### config.mk
export PLATFORM = sky130hd
export DESIGN_NAME = truth_table_sweeper_flat
export DESIGN_NICKNAME = d
export VERILOG_FILES = /design/src/rtl/truth_table_sweeper_if.sv /design/src/rtl/truth_table_sweeper.sv /design/src/flat_wrapper.sv
export SDC_FILE = /design/constraint.sdc
export NUM_CORES = 1
export LEC_CHECK = 0
export BUFFER_PORTS_ARGS = -buffer_cell sky130_fd_sc_hd__buf_2
export CAP_MARGIN = 20
export CORE_MARGIN = 10
export CORE_UTILIZATION = 55
export DETAILED_ROUTE_END_ITERATION = 8
export PLACE_DENSITY = 0.73
export SETUP_SLACK_MARGIN = 0.5
export SLEW_MARGIN = 20
export SYNTH_ARGS = -nofsm -noshare
export SYNTH_HDL_FRONTEND = slang
export SYNTH_SLANG_ARGS = --single-unit
### constraint.sdc
create_clock -name clk -period 3.2 [get_ports clk]
set_clock_uncertainty 0.1 [all_clocks]
set_input_delay 0.48 -clock clk [delete_from_list [all_inputs] [get_ports clk]]
set_output_delay 0.48 -clock clk [all_outputs]
set_load 0.1 [all_outputs]
### src/rtl/truth_table_sweeper_if.sv
// Stimulus/capture bundle between the sweeper and its requester plus the gate under test.
interface truth_table_sweeper_if;
  logic       start;
  logic       abort;
  logic       gate_out;
  logic       in1;
  logic       in2;
  logic       in3;
  logic       busy;
  logic       done;
  logic [7:0] truth_table;
  logic       match;

  modport master (
    output start, abort, gate_out,
    input  in1, in2, in3, busy, done, truth_table, match
  );

  modport slave (
    input  start, abort, gate_out,
    output in1, in2, in3, busy, done, truth_table, match
  );
endinterface

### src/rtl/truth_table_sweeper.sv
// Walks a 3-input gate through all eight input patterns, majority-votes three samples
// per pattern and compares the captured truth table against an expected rule code.
//
// state  | meaning
// IDLE   | waiting for start; gate inputs parked at 000
// DRIVE  | current pattern applied, settle counter running
// SAMPLE | three consecutive samples of gate_out being voted
module truth_table_sweeper #(
  parameter int         SETTLE   = 16,
  parameter logic [7:0] EXPECTED = 8'h50
) (
  input logic                   clk,
  input logic                   reset,
  truth_table_sweeper_if.slave  bus
);

  localparam int              CW       = $clog2(SETTLE + 1);
  localparam logic [CW-1:0]   CNT_LAST = CW'(SETTLE - 1);

  typedef enum logic [1:0] {IDLE, DRIVE, SAMPLE} state_t;

  state_t      state;
  logic [2:0]  p;
  logic [CW-1:0] cnt;
  logic [1:0]  scnt;
  logic [1:0]  vote;
  logic [7:0]  wtab;
  logic        busy;
  logic        done;
  logic [7:0]  tt_word;
  logic        match;

  logic [2:0]  vsum;
  logic        maj;
  logic [2:0]  idx;
  logic [7:0]  final_tab;

  // Table bit index is {in3,in2,in1}, i.e. the pattern bit-reversed.
  always_comb begin
    vsum           = {1'b0, vote} + {2'b00, bus.gate_out};
    maj            = (vsum >= 3'd2);
    idx            = {p[0], p[1], p[2]};
    final_tab      = wtab;
    final_tab[idx] = maj;
  end

  always_ff @(posedge clk) begin
    if (reset) begin
      state   <= IDLE;
      p       <= '0;
      cnt     <= '0;
      scnt    <= '0;
      vote    <= '0;
      wtab    <= '0;
      busy    <= 1'b0;
      done    <= 1'b0;
      tt_word <= '0;
      match   <= 1'b0;
    end else begin
      done <= 1'b0;
      case (state)
        IDLE: begin
          if (bus.start) begin
            state <= DRIVE;
            p     <= '0;
            cnt   <= '0;
            wtab  <= '0;
            busy  <= 1'b1;
          end
        end
        DRIVE: begin
          if (bus.abort) begin
            state <= IDLE;
            busy  <= 1'b0;
            p     <= '0;
          end else begin
            cnt <= cnt + 1'b1;
            if (cnt == CNT_LAST) begin
              state <= SAMPLE;
              scnt  <= '0;
              vote  <= '0;
            end
          end
        end
        SAMPLE: begin
          if (bus.abort) begin
            state <= IDLE;
            busy  <= 1'b0;
            p     <= '0;
          end else if (scnt == 2'd2) begin
            wtab <= final_tab;
            if (p != 3'd7) begin
              p     <= p + 1'b1;
              cnt   <= '0;
              state <= DRIVE;
            end else begin
              tt_word <= final_tab;
              match   <= (final_tab == EXPECTED);
              done    <= 1'b1;
              busy    <= 1'b0;
              p       <= '0;
              state   <= IDLE;
            end
          end else begin
            vote <= vote + {1'b0, bus.gate_out};
            scnt <= scnt + 1'b1;
          end
        end
        default: state <= IDLE;
      endcase
    end
  end

  // Pattern register drives the gate directly, in1 being the MSB.
  assign bus.in1         = p[2];
  assign bus.in2         = p[1];
  assign bus.in3         = p[0];
  assign bus.busy        = busy;
  assign bus.done        = done;
  assign bus.truth_table = tt_word;
  assign bus.match       = match;

endmodule

### src/flat_wrapper.sv
// flat-port wrapper written by rule: the top's interface ports become plain ports
module truth_table_sweeper_flat 
#(
  parameter int         SETTLE   = 16,
  parameter logic [7:0] EXPECTED = 8'h50
)
  (clk, reset, bus_start, bus_abort, bus_gate_out, bus_in1, bus_in2, bus_in3, bus_busy, bus_done, bus_truth_table, bus_match);
  truth_table_sweeper_if bus_i ();
  input logic clk;
  input logic reset;
  input wire logic [$bits(bus_i.start)-1:0] bus_start;
  input wire logic [$bits(bus_i.abort)-1:0] bus_abort;
  input wire logic [$bits(bus_i.gate_out)-1:0] bus_gate_out;
  output wire logic [$bits(bus_i.in1)-1:0] bus_in1;
  output wire logic [$bits(bus_i.in2)-1:0] bus_in2;
  output wire logic [$bits(bus_i.in3)-1:0] bus_in3;
  output wire logic [$bits(bus_i.busy)-1:0] bus_busy;
  output wire logic [$bits(bus_i.done)-1:0] bus_done;
  output wire logic [$bits(bus_i.truth_table)-1:0] bus_truth_table;
  output wire logic [$bits(bus_i.match)-1:0] bus_match;
  assign bus_i.start = bus_start;
  assign bus_i.abort = bus_abort;
  assign bus_i.gate_out = bus_gate_out;
  assign bus_in1 = bus_i.in1;
  assign bus_in2 = bus_i.in2;
  assign bus_in3 = bus_i.in3;
  assign bus_busy = bus_i.busy;
  assign bus_done = bus_i.done;
  assign bus_truth_table = bus_i.truth_table;
  assign bus_match = bus_i.match;
  truth_table_sweeper #(.SETTLE(SETTLE), .EXPECTED(EXPECTED)) u_core (.clk(clk), .reset(reset), .bus(bus_i));
endmodule
==> flow_summary.yaml <==
floorplanning:
  ios: 19
  dieArea_mm2: 0.00588
  coreArea_mm2: 0.00305
  row_count: 20
  die_x_um: 76.7
  fp.dieH_um: 76.7
  start_util: 0.578
route:
  antenna_left: 0
  vias: 1552
  firstDrtPassIters: 4
  wirelength_mm: 3.83
  avgRoutedWirePerCell_um: 13.8
  drt-initial-drc-count: 157
  viasPerCell: 5.60
  drcViolationCount: 0
setup_path:
  max_stage_delay_ps: 550
  cp_data_arrival_time_ps: 2540
  critPathMaxFanout: 17
  setup.worst_path.start: "u_core.state[0]$_SDFFE_PP0P_"
  cp_data_required_time_ps: 3370
  critPathLaunchType: "flop"
  slowest_stage: "ha_1"
  cp_cell_sequence: "inv_1, ha_1, and3b_1, o21ba_2, and3_1, a32oi_1, nor2_1"
  reg2reg_from: "u_core.state[0]$_SDFFE_PP0P_"
  crit_type: "reg -> reg"
  cp-end-kind: "flop"
place:
  gp_congestion: 0.815
  portBuffers: 18
  place_hpwl_mm: 2.81
sta:
  drv_slew: 0
  worst_slew_pin_slew_ps: 602
  rsz0062_at_grt: "no"
  relSlewSlack: 0.599
  period_minus_slack_ps: 2370
  setup_violations: 0
  finalCritPeriodShare: 0.741
  fin_setup_tns_ps: 0
  fmax_ghz: 0.422
  hold_viol: 0
global_route:
  grt_max_degree: 33
  grt_pass1_wl_mm: 6.63
  grt_antenna_before_repair: 0
  grt_remaining_overflow: 0
  first_global_vias: 1475
  grt_use_total: 0.135
power_and_ir_drop:
  p_sw_mw: 0.278
  p_sw_frac: 0.334
  seqPwrFrac: 0.501
  total_leakage_power_nw: 0.816
  vdd_drop_max_mv: 0.291
  pwr_density_cell_mw_per_mm2: 436
  combPwrFrac: 0.244
  p_int_mw: 0.555
  pwr-share-clk: 0.256
final_layout:
  drive_gt1_frac: 0.133
  fin_util: 0.627
  regArea_um2: 641
  final_nets: 254
  multiInputGateArea_mm2: 0.00103
  fillers: 307
  area_delta_synth_final_pct: 8.36
  mostFrequentLayoutCell: "nor2_1"
  layout_common_cells: "38 x nor2_1, 32 x dfxtp_1, 22 x nand2_1"
  antennaDiodeCount: 0
logic_synthesis:
  ys_seq_area_frac: 0.363
  syn_area_mm2: 0.00177
  syn_nets: 239
  syn_area_per_cell_um2: 8.10
  ys.flop_type: "dfxtp_1"
  synth-seq-cells: 32
  synthCells: 218
  synth.distinct_cells: 40
  yosysWarnings: 0
  synth_edf_count: 0
  synthArstFlopShare: 0
clock_tree:
  cts-root-buf: "clkbuf_4"
  cts_max_path_buffers: 2
  clkTransAtPathRegs_ps: 90
  h-tree-depth: 2
  cts.repair.resized: 0
  clk_latency_ps: 330
  clock_sinks: 32
  cts_tree: "done"
  cts_made_buffers: 5
  post-cts-setup-buffers: 0
  hold_buffers: 0
outcome:
  outcome: "completed"
worst_hold_path:
  min_from: "u_core.cnt[4]$_SDFFE_PP0P_"
  hp-class: "reg -> reg"
job:
  cap_violations: 0
## critical path: cells and delay by family (launching register included)
kind,cells,cell delay [ps]
AO/OA/AOI/OAI,2,430
buffers and inverters,1,100
AND/OR/NAND/NOR,3,790
adder cells (fa/ha/maj),1,550
flip-flops,1,350
## path summary, 6_finish.rpt
| check | endpoint | slack, ps | depth (start not counted) |
|---|---|---|---|
| worst max-delay path | u_core.wtab[1]$_SDFFE_PP0P_ | 830 | 7 |
| worst min-delay path | u_core.cnt[4]$_SDFFE_PP0P_ | 360 | 2 |
| worst max register to register | u_core.wtab[1]$_SDFFE_PP0P_ | 830 | 7 |
| worst min register to register | u_core.cnt[4]$_SDFFE_PP0P_ | 360 | 2 |
## cell type report
| type | count | share of cell area |
|---|---|---|
| multi-input cells | 163 | 0.540 |
| flip-flops and latches | 32 | 0.335 |
| repair buffers | 18 | 0.0471 |
| well taps | 44 | 0.0288 |
| inverters | 13 | 0.0255 |
| clock buffers | 6 | 0.0216 |
| clock inverters | 1 | 0.00262 |
## per-stage QoR
stage	power, mW	cells	setup slack, ps	instance area [um2]	hold WS (ps)
2_1_floorplan	0.588	218	547	1770	332
6_report	0.833	277	828	1910	360
3_5_place_dp	0.628	270	636	1870	352
3_3_place_gp	0.620	270	703	1870	338
4_1_cts	0.841	277	859	1910	366
5_1_grt	0.883	277	671	1910	394
## cell usage after synthesis (all sizes together) (2+ instances only)
cell type | instances | area [um2]
nor2 | 38 | 143
dfxtp | 32 | 641
nand2 | 23 | 93.8
a21oi | 17 | 85.1
ha | 16 | 200
inv | 13 | 48.8
mux2i | 9 | 90.1
o21ai | 9 | 45.0
clkbuf | 6 | 22.5
a32oi | 5 | 43.8
nand3 | 5 | 25.0
nor2b | 5 | 31.3
a211oi | 4 | 30.0
buf | 4 | 21.3
nand2b | 4 | 25.0
a22oi | 2 | 15.0
a311oi | 2 | 17.5
a31oi | 2 | 12.5
and3 | 2 | 12.5
nor3b | 2 | 15.0
or2 | 2 | 12.5
or4 | 2 | 15.0
## flip-flops by register name, indices dropped and copies added (netlist names)
name and cells:
u_core.bus.truth_table 8, u_core.state 2, u_core.cnt 5, u_core.bus.done 1, u_core.bus.match 1, u_core.scnt 2, u_core.bus.busy 1, u_core.vote 2
u_core.p 3, u_core.wtab 7
## kinds of logic (layout without fill, tap and decap cells)
kind of cell             after synthesis  after routing  share of synthesized area
AO/OA/AOI/OAI                         46             46                      0.169
buffers and inverters                 23             38                     0.0524
adder cells (fa/ha/maj)               16             16                      0.113
AND/OR/NAND/NOR                       91             91                      0.245
flip-flops                            32             32                      0.363
multiplexers                          10             10                     0.0574
## per-layer routing
layer,vias up,part of all wire,track usage
li1,776,-,-
met1,732,0.45,0.161
met2,36,0.47,0.213
met3,8,0.064,0.0536
met4,0,0.016,0.0539
met5,-,0,0
## power groups by stage
stage          Sequential (mW)  Clock (mW)  Combinational [mW]
3_5_place_dp             0.427           0               0.202
4_1_cts                  0.417       0.221               0.203
3_3_place_gp             0.425           0               0.194
5_1_grt                  0.419       0.240               0.224
6_report                 0.417       0.213               0.203
2_1_floorplan            0.452           0               0.136
Note: power is estimated with default switching activity, not from simulation.
